### src/rtl/sw_mode_encoder.sv
`default_nettype none
// ============================================================================
//  Module      : sw_mode_encoder
//  Description : Slide-switch front end. Each raw switch bit passes through a
//                2-flop synchroniser and an independent debounce counter. The
//                debounced vector is priority-encoded (highest index wins) into
//                a registered 4-bit mode code that feeds the mode logic and the
//                7-segment decoder. CODE_IDLE (hyphen) means no switch is on.
//  Options     : SWENC_LATCH_EN - when defined, mode_code keeps the last
//                non-idle code while no switch is on, instead of returning to
//                CODE_IDLE.
//  Revision    : 1.0  initial release
// ============================================================================
module sw_mode_encoder #(
    parameter int         N_SW            = 10,
    parameter int         DEBOUNCE_CYCLES = 500000,
    parameter logic [3:0] CODE_IDLE       = 4'hE
) (
    input  logic            clk,
    input  logic            rst_n,
    input  logic [N_SW-1:0] sw_raw,
    output logic [N_SW-1:0] sw_stable,
    output logic [3:0]      mode_code,
    output logic            mode_valid,
    output logic            mode_change,
    output logic            multi_sel
);

    // Counter only has to reach DEBOUNCE_CYCLES-1 before it is cleared.
    localparam int              CNT_W     = $clog2(DEBOUNCE_CYCLES + 1);
    localparam logic [CNT_W-1:0] C_CNT_TERM = CNT_W'(DEBOUNCE_CYCLES - 1);
    localparam logic [CNT_W-1:0] C_CNT_ONE  = CNT_W'(1);
    localparam logic [N_SW-1:0]  C_VEC_ONE  = N_SW'(1);

    logic [N_SW-1:0] r_sync_meta;
    logic [N_SW-1:0] r_sync;
    logic [N_SW-1:0] w_stable;

    logic [3:0]      w_hi_idx;
    logic            w_any;
    logic            w_multi;
    logic [3:0]      w_code_next;

    logic [3:0]      r_code;
    logic            r_valid;
    logic            r_change;
    logic            r_multi;

    // Two-flop synchroniser bringing the asynchronous switch levels into clk.
    always_ff @(posedge clk or negedge rst_n) begin
        if (!rst_n) begin
            r_sync_meta <= '0;
            r_sync      <= '0;
        end else begin
            r_sync_meta <= sw_raw;
            r_sync      <= r_sync_meta;
        end
    end

    generate
        for (genvar i = 0; i < N_SW; i++) begin : g_debounce
            logic [CNT_W-1:0] r_cnt;
            logic             r_level;

            // A new level must be seen for DEBOUNCE_CYCLES consecutive cycles;
            // any return to the committed level restarts the count from zero.
            always_ff @(posedge clk or negedge rst_n) begin
                if (!rst_n) begin
                    r_cnt   <= '0;
                    r_level <= 1'b0;
                end else if (r_sync[i] == r_level) begin
                    r_cnt   <= '0;
                end else if (r_cnt == C_CNT_TERM) begin
                    r_level <= r_sync[i];
                    r_cnt   <= '0;
                end else begin
                    r_cnt   <= r_cnt + C_CNT_ONE;
                end
            end

            assign w_stable[i] = r_level;
        end
    endgenerate

    assign sw_stable = w_stable;

    // Priority encode the debounced vector; later (higher) indices override.
    always_comb begin
        w_hi_idx = 4'h0;
        for (int k = 0; k < N_SW; k++) begin
            if (w_stable[k]) begin
                w_hi_idx = 4'(k);
            end
        end
        w_any   = |w_stable;
        // Clearing the lowest set bit leaves something only if two or more were set.
        w_multi = (w_stable & (w_stable - C_VEC_ONE)) != '0;
`ifdef SWENC_LATCH_EN
        w_code_next = w_any ? w_hi_idx : r_code;
`else
        w_code_next = w_any ? w_hi_idx : CODE_IDLE;
`endif
    end

    // Registered encoder outputs; the change pulse accompanies the new code.
    always_ff @(posedge clk or negedge rst_n) begin
        if (!rst_n) begin
            r_code   <= CODE_IDLE;
            r_valid  <= 1'b0;
            r_change <= 1'b0;
            r_multi  <= 1'b0;
        end else begin
            r_code   <= w_code_next;
            r_valid  <= w_any;
            r_change <= (w_code_next != r_code);
            r_multi  <= w_multi;
        end
    end

    assign mode_code   = r_code;
    assign mode_valid  = r_valid;
    assign mode_change = r_change;
    assign multi_sel   = r_multi;

endmodule
`default_nettype wire
### config.mk
export PLATFORM = sky130hd
export DESIGN_NAME = sw_mode_encoder
export DESIGN_NICKNAME = d
export VERILOG_FILES = /design/src/rtl/sw_mode_encoder.sv
export SDC_FILE = /design/constraint.sdc
export NUM_CORES = 1
export LEC_CHECK = 0
export ABC_CLOCK_PERIOD_IN_PS = 4700
export CELL_PAD_IN_SITES_DETAIL_PLACEMENT = 0
export CELL_PAD_IN_SITES_GLOBAL_PLACEMENT = 1
export CORE_ASPECT_RATIO = 1.25
export CORE_MARGIN = 2
export CORE_UTILIZATION = 38
export CTS_BUF_LIST = sky130_fd_sc_hd__clkbuf_8
export DETAILED_ROUTE_END_ITERATION = 8
export PLACE_DENSITY_LB_ADDON = 0.1
export SLEW_MARGIN = 25
export SYNTH_ARGS = -nofsm -noshare
export SYNTH_HDL_FRONTEND = slang
export SYNTH_SLANG_ARGS = --single-unit
### constraint.sdc
create_clock -name clk -period 4.7 [get_ports clk]
set_clock_uncertainty 0.05 [all_clocks]
set_input_delay 1.175 -clock clk [delete_from_list [all_inputs] [get_ports clk]]
set_output_delay 1.175 -clock clk [all_outputs]
set_load 0.02 [all_outputs]
==> results of run 1 <==
[layout by cell type, fill, tap and decap left out, drive strengths merged, types with 5 or more instances in the layout]
cell	Yosys	final
nand3	76	76
clkbuf	2	50
nor2	239	239
nand4	41	41
inv	24	37
nor4	14	14
o21ai	5	5
mux2	9	9
ha	10	10
and3	34	34
nand2	68	68
clkdlybuf4s50	0	27
or2	11	11
dfrtp	224	224
nor3	24	24
xor2	109	109
xnor2	72	72
and4	14	14
[cell type report]
cell class	instances	area, µm²	area share (%)
Sequential cell	227	5680	47.6
Multi-Input combinational cell	760	4570	38.2
Clock buffer	50	688	5.76
Tap cell	350	438	3.66
Timing Repair Buffer	30	325	2.72
Clock inverter	19	154	1.29
Inverter	24	90.1	0.754
[layer usage]
metal	GRT usage, %	wire length, µm	share of wire, %	up-vias
met5	0	0	0	-
met4	5.01	464	2.3	0
met3	3.14	806	3.9	37
met2	24.6	9450	46	92
met1	19.8	9890	48	3427
li1	-	-	-	3558
[sequential cells by signal (all words and copies together), names as in the netlist]
signal / cells
g_debounce.r_cnt: 190
g_debounce.r_level: 10
mode_change: 1
mode_code: 4
mode_valid: 1
multi_sel: 1
r_sync: 10
r_sync_meta: 10
[power by group through the flow]
| stage | combinational (µW) | clock (µW) | sequential [µW] |
|---|---|---|---|
| after detailed placement | 130 | 0 | 2050 |
| after CTS | 130 | 2010 | 2010 |
| final | 122 | 1920 | 2010 |
| after floorplan | 72.2 | 0 | 2040 |
| after global routing | 146 | 2090 | 2010 |
| after global placement | 130 | 0 | 2050 |
[path summary, 6_finish.rpt]
path,from,endpoint,cells past startpoint
worst min-delay path,r_sync_meta[1],r_sync[1],0
worst max register to register,g_debounce[9].r_cnt[11],g_debounce[9].r_cnt[12],5
max in group asynchronous,rst_n,mode_code[3],2
worst min register to register,r_sync_meta[1],r_sync[1],0
worst max-delay path,g_debounce[2].r_level,sw_stable[2],1
min in group asynchronous,rst_n,g_debounce[8].r_cnt[12],1
[logic make-up after synthesis]
family          share of synthesized area [%]
fa+ha+maj                                1.37
simple gates                             24.9
flops                                    53.6
buf+inv                                  3.37
mux                                     0.955
xor+xnor                                 14.9
compound gates                          0.896
[per-stage QoR]
step,cell area [µm²],setup slack (ns)
after global placement,11100,2.23
final,12000,1.69
after floorplan,10600,2.87
after global routing,12000,1.60
after detailed placement,11100,2.23
after CTS,12000,1.63
==> results_dict.tcl, run 1 <==
set metrics [dict create \
    clock_latency_ns 0.53 \
    sw_frac_of_total_pct 22.6 \
    stdcell_count 1460 \
    post_cts_buffers 0 \
    antenna_found_initial 0 \
    max_freq_mhz 332 \
    ys_top_cells_by_area "dfrtp_1, xor2_1, nor2_1" \
    path_delay_family "buffers and inverters" \
    postLayoutCoreUtil_pct 43.4 \
    first_pass_iters 6 \
    cp-end-kind "output port" \
    async_flop_share_pct 100 \
    cts_max_path_buffers 3 \
    power.internal_uw 3140 \
    numPortBuffers 28 \
    post_drt_wl_per_cell_um 14.1 \
    viasPerCell 4.87 \
    yosysMostFrequentCell "nor2_1" \
    cts_resized 0 \
    final_max_slew_viol_count 0 \
    path_buf_inv 1 \
    grt.total_usage_pct 15.0 \
    netlist_instances 1044 \
    ys_seq_elements 227 \
    syn_nets 1066 \
    synth_edf_count 0 \
    cp_max_fo 8 \
    critical-path-slowest-cell "clkdlybuf4s50_1" \
    synthTopCellsByCount "nor2_1, dfrtp_1, xor2_1, nand3_1, xnor2_1" \
    dp_cells 1391 \
    outcome "finished, final reports clean" \
    drv_cap 0 \
    fin_crit_ns 3.01 \
    totalPowerFinal_uw 4060 \
    final_hold_viol_count 0 \
    maxSlewHeadroom_pct 35.4 \
    rsz0062_at_grt "no" \
    drcViolationCount 0 \
    core_area_um2 27600 \
    reg2reg_setup_slack_ns 2.56 \
    critPathRequiredTime_ns 3.47 \
    layout.nets 1105 \
    setup_viol 0 \
    grt_max_degree 107 \
    synth_top_area_share_pct 52.8 \
    grt_pass1_vias 7438 \
    finalWirelength_um 20600 \
    gp_congestion 0.747 \
    path_class "reg -> out" \
    die-area_um2 29300 \
    slowest_delay_ns 0.68 \
    syn_to_final_growth_pct 12.6 \
    root_buffer "clkbuf_8" \
    hold_buffers 0 \
    yosys_most_used_dff "dfrtp_1" \
    grt_pass1_wl_um 36500 \
    whs_ns 0.295 \
    drive_above_1_share_pct 7.84 \
    hpwlAfterDp_um 13200 \
    post-route-period-util_pct 64.0 \
    io_pins 29 \
    rows 68 \
    clock_power_share_pct 47.4 \
    num_vias 7114 \
    clk_pin_slew_ns 0.05 \
    syn_area_um2 10600 \
    min_path_type "reg -> reg" \
    cp.arrival_ns 1.78 \
    cts_buffers 40 \
    synth_area_per_cell_um2 10.2 \
    tns_ns 0 \
    synthDistinctLibCells 43 \
    dieHeight_um 191 \
    cts_tree "built" \
    h-tree-depth 2 \
    num_antenna_cells 0 \
    synth_top_cell_by_area "dfrtp_1" \
    dieWidth_um 153 \
    ys_seq_area_share_pct 53.6 \
    p_leak_uw 0.00523 \
    clock-sinks 227 \
    cp-start-kind "register" \
    crit_chain "clkdlybuf4s50_1" \
    worst_pin_slew_ns 0.961 \
    power_switching_uw 916 \
    first_iter_violations 284 \
    initial_core_util_pct 38.5 \
    power_density_nw_per_um2 339 \
    overflow 0 \
    power_frac_comb_pct 3.0 \
    pwr-share-seq_pct 49.6 \
    drtAntennaViolNets 0 \
    max-vdd-ir-drop_mv 0.211 \
    yosysWarnings 0 \
    nFillCells 2722 \
]
No activity file was read; power rests on OpenSTA's default activity.
==> run 2, diff against run 1 <==
--- a/config.mk
+++ b/config.mk
@@ -5,7 +5,7 @@
 export SDC_FILE = /design/constraint.sdc
 export NUM_CORES = 1
 export LEC_CHECK = 0
-export ABC_CLOCK_PERIOD_IN_PS = 4700
+export ABC_CLOCK_PERIOD_IN_PS = 2630
 export CELL_PAD_IN_SITES_DETAIL_PLACEMENT = 0
 export CELL_PAD_IN_SITES_GLOBAL_PLACEMENT = 1
 export CORE_ASPECT_RATIO = 1.25
==> constraint.sdc (replaced) <==
create_clock -name clk -period 2.63 [get_ports clk]
set_clock_uncertainty 0.05 [all_clocks]
set_input_delay 0.6575 -clock clk [delete_from_list [all_inputs] [get_ports clk]]
set_output_delay 0.6575 -clock clk [all_outputs]
set_load 0.02 [all_outputs]
==> results_dict.tcl, run 2 (synthesized netlist as in run 1, its figures left out) <==
set metrics [dict create \
    grt.total_usage_pct 14.8 \
    slowest_delay_ns 0.70 \
    antenna_found_initial 0 \
    power.internal_uw 5940 \
    hold_buffers 0 \
    drcViolationCount 0 \
    syn_to_final_growth_pct 15.2 \
    drv_cap 0 \
    path_buf_inv 1 \
    max_freq_mhz 401 \
    worst_pin_slew_ns 0.553 \
    initial_core_util_pct 38.5 \
    grt_pass1_vias 7545 \
    post-route-period-util_pct 94.9 \
    pwr-share-seq_pct 47.3 \
    cts_max_path_buffers 3 \
    nFillCells 2686 \
    final_hold_viol_count 0 \
    p_leak_uw 0.00537 \
    sw_frac_of_total_pct 21.8 \
    root_buffer "clkbuf_8" \
    core_area_um2 27600 \
    cp.arrival_ns 1.79 \
    dieWidth_um 153 \
    rows 68 \
    cp-start-kind "register" \
    cts_buffers 41 \
    path_delay_family "buffers and inverters" \
    first_iter_violations 269 \
    first_pass_iters 4 \
    cp_max_fo 8 \
    totalPowerFinal_uw 7600 \
    layout.nets 1126 \
    cts_tree "built" \
    viasPerCell 4.86 \
    post_drt_wl_per_cell_um 13.8 \
    die-area_um2 29300 \
    gp_congestion 0.736 \
    dieHeight_um 191 \
    rsz0062_at_grt "no" \
    overflow 0 \
    drtAntennaViolNets 0 \
    layout_common_cells "nor2_1, dfrtp_1, xor2_1" \
    outcome "finished, final reports clean" \
    power_switching_uw 1660 \
    post_cts_buffers 0 \
    clock-sinks 227 \
    clock_power_share_pct 49.6 \
    min_path_type "in -> async" \
    h-tree-depth 2 \
    drive_above_1_share_pct 10.3 \
    maxSlewHeadroom_pct 62.8 \
    critical-path-slowest-cell "clkdlybuf4s50_1" \
    clock_latency_ns 0.53 \
    crit_chain "clkdlybuf4s50_1" \
    numPortBuffers 28 \
    power_frac_comb_pct 3.1 \
    final_common_cell "nor2_1" \
    critPathRequiredTime_ns 1.92 \
    clk_pin_slew_ns 0.06 \
    io_pins 29 \
    seqCellArea_um2 5680 \
    cts_resized 0 \
    cp-end-kind "output port" \
    finalWirelength_um 20500 \
    grt_max_degree 63 \
    largest_reg_flops 190 \
    max_flop_register "g_debounce.r_cnt" \
    grt_pass1_wl_um 36100 \
    postLayoutCoreUtil_pct 44.4 \
    whs_ns 0.0109 \
    num_vias 7210 \
    multi_input_area_um2 4570 \
    setup_viol 0 \
    final_max_slew_viol_count 0 \
    hpwlAfterDp_um 13500 \
    fin_crit_ns 2.50 \
    tns_ns 0 \
    power_density_nw_per_um2 621 \
    max-vdd-ir-drop_mv 0.356 \
    num_antenna_cells 0 \
    path_class "reg -> out" \
]
## run 2: worst register-to-register path: cells and delay by family, from the launching register on
family | cells | cell delay [ns]
buf+inv | 1 | 0.23
flops | 1 | 0.43
simple gates | 5 | 1.08
## run 2: cell type report
cell class	instances	area share, %
Tap cell	350	3.58
Clock buffer	57	6.42
Clock inverter	16	1.40
Inverter	24	0.737
Sequential cell	227	46.5
Multi-Input combinational cell	760	37.4
Timing Repair Buffer	50	3.99
## run 2: final timing paths
kind	start	end	slack, ns	cells after the start
setup / recovery	g_debounce[2].r_level	sw_stable[2]	0.13	1
hold / removal	rst_n	g_debounce[8].r_cnt[13]	0.01	1
max in group asynchronous	rst_n	mode_code[1]	1.76	2
hold reg to reg	r_sync_meta[2]	r_sync[2]	0.29	0
setup reg to reg	g_debounce[3].r_cnt[7]	g_debounce[3].r_cnt[7]	0.74	6
min in group clk	r_sync_meta[2]	r_sync[2]	0.29	0
## run 2: layer usage
metal	vias up	track usage, %	part of all wire (%)
li1	3590	-	-
met1	3486	19.7	47
met2	93	24.5	46
met3	41	2.82	4.1
met4	0	4.98	2.5
met5	-	0	0
## run 2: through the flow
stage          worst slack, ns  instance area [µm²]  instances
2_1_floorplan            0.977                10600       1044
3_3_place_gp             0.671                11300       1411
3_5_place_dp             0.642                11300       1411
4_1_cts                 0.0562                12200       1484
5_1_grt                 0.0299                12200       1484
6_report                 0.134                12200       1484
## run 2: power by group through the flow
stage / registers (µW) / clock network (µW) / logic (µW)
2_1_floorplan: 3650 / 0 / 129
3_3_place_gp: 3650 / 0 / 251
3_5_place_dp: 3650 / 0 / 251
4_1_cts: 3590 / 3940 / 252
5_1_grt: 3600 / 4100 / 282
6_report: 3590 / 3770 / 238
==> run 3, diff against run 2 <==
--- a/config.mk
+++ b/config.mk
@@ -12,6 +12,7 @@
 export CORE_MARGIN = 2
 export CORE_UTILIZATION = 38
 export CTS_BUF_LIST = sky130_fd_sc_hd__clkbuf_8
+export CTS_CLUSTER_SIZE = 12
 export DETAILED_ROUTE_END_ITERATION = 8
 export PLACE_DENSITY_LB_ADDON = 0.1
 export SLEW_MARGIN = 25
==> results_dict.tcl, run 3 (synthesized netlist as in run 1, its figures left out) <==
set metrics [dict create \
    critical-path-slowest-cell "clkdlybuf4s50_1" \
    first_pass_iters 4 \
    path_delay_family "buffers and inverters" \
    critPathRequiredTime_ns 1.92 \
    crit_chain "clkdlybuf4s50_1" \
    hold_buffers 0 \
    finalWorstSetupSlack_ns 0.139 \
    rows 68 \
    fin_crit_ns 2.49 \
    nFillCells 2686 \
    hpwlAfterDp_um 13500 \
    final_common_cell "nor2_1" \
    grt_pass1_wl_um 36200 \
    setup_viol 0 \
    post-route-period-util_pct 94.7 \
    cp.arrival_ns 1.78 \
    layout.nets 1126 \
    cts_resized 0 \
    clk_pin_slew_ns 0.06 \
    finalWirelength_um 20500 \
    dieHeight_um 191 \
    num_vias 7188 \
    slowest_delay_ns 0.68 \
    syn_to_final_growth_pct 14.9 \
    power.internal_uw 5820 \
    layout_common_cells "nor2_1, dfrtp_1, xor2_1" \
    cp-start-kind "register" \
    clock-sinks 227 \
    p_leak_uw 0.00535 \
    outcome "finished, final reports clean" \
    max_freq_mhz 401 \
    die-area_um2 29300 \
    numPortBuffers 28 \
    min_path_type "in -> async" \
    root_buffer "clkbuf_8" \
    sw_frac_of_total_pct 22.2 \
    drcViolationCount 0 \
    grt_max_degree 63 \
    post_drt_wl_per_cell_um 13.8 \
    largest_reg_flops 190 \
    cp-end-kind "output port" \
    power_frac_comb_pct 3.2 \
    power_switching_uw 1660 \
    dieWidth_um 153 \
    cts_buffers 41 \
    first_iter_violations 250 \
    maxSlewHeadroom_pct 62.7 \
    drive_above_1_share_pct 10.3 \
    clock_latency_ns 0.53 \
    path_class "reg -> out" \
    drtAntennaViolNets 0 \
    clock_power_share_pct 48.8 \
    initial_core_util_pct 38.5 \
    grt_pass1_vias 7543 \
    cts_max_path_buffers 3 \
    cts_tree "built" \
    num_antenna_cells 0 \
    final_max_slew_viol_count 0 \
    max-vdd-ir-drop_mv 0.356 \
    core_area_um2 27600 \
    grt.total_usage_pct 14.8 \
    rsz0062_at_grt "no" \
    cp_max_fo 9 \
    antenna_found_initial 0 \
    power_density_nw_per_um2 613 \
    tns_ns 0 \
    max_flop_register "g_debounce.r_cnt" \
    pwr-share-seq_pct 48.0 \
    overflow 0 \
    io_pins 29 \
    post_cts_buffers 0 \
    viasPerCell 4.84 \
    worst_pin_slew_ns 0.554 \
    path_buf_inv 1 \
    h-tree-depth 2 \
    final_hold_viol_count 0 \
    drv_cap 0 \
    gp_congestion 0.736 \
    postLayoutCoreUtil_pct 44.2 \
    place_worst_setup_slack_ns 0.642 \
]
[run 3: cell types whose count changed in the layout (fill, tap and decap cells not counted)]
cell	delta
clkinv_2	+2
bufinv_16	-1
clkbuf_8	-1
[run 3: final timing paths]
path | startpoint | to | slack, ns | cells past startpoint
min | rst_n | g_debounce[8].r_cnt[13] | 0.02 | 1
max in group asynchronous | rst_n | g_debounce[9].r_cnt[11] | 1.76 | 2
max reg2reg | g_debounce[3].r_cnt[7] | g_debounce[3].r_cnt[7] | 0.74 | 6
min in group clk | r_sync_meta[2] | r_sync[2] | 0.29 | 0
min reg2reg | r_sync_meta[2] | r_sync[2] | 0.29 | 0
max | g_debounce[9].r_level | sw_stable[9] | 0.14 | 1
[run 3: per-layer routing]
metal	global-route usage [%]	routed length, µm	up-vias
li1	-	-	3593
met1	19.7	9740	3467
met2	24.5	9480	83
met3	2.80	757	45
met4	5.05	542	0
met5	0	0	-
[run 3: area by class of cell]
type / count / area, µm² / area share, %
sequential: 227 / 5680 / 46.6
multi-input combinational: 760 / 4570 / 37.5
clock buffer: 56 / 771 / 6.32
timing repair buffer: 50 / 488 / 4.00
tap: 350 / 438 / 3.59
clock inverter: 17 / 151 / 1.24
inverter: 24 / 90.1 / 0.739
[run 3: power by group through the flow]
stage | logic [µW] | registers [µW] | clock network (µW)
after floorplan | 129 | 3650 | 0
after global placement | 251 | 3650 | 0
after detailed placement | 251 | 3650 | 0
after CTS | 252 | 3590 | 3820
after global routing | 282 | 3600 | 3970
final | 238 | 3590 | 3650
[run 3: stage by stage]
step	total power [µW]	hold WS, ns	instances	cell area [µm²]
6_report	7480	0.0165	1484	12200
5_1_grt	7850	0.0398	1484	12200
4_1_cts	7670	0.0230	1484	12200
2_1_floorplan	3770	0.281	1044	10600
3_3_place_gp	3910	0.283	1411	11300
3_5_place_dp	3900	0.285	1411	11300
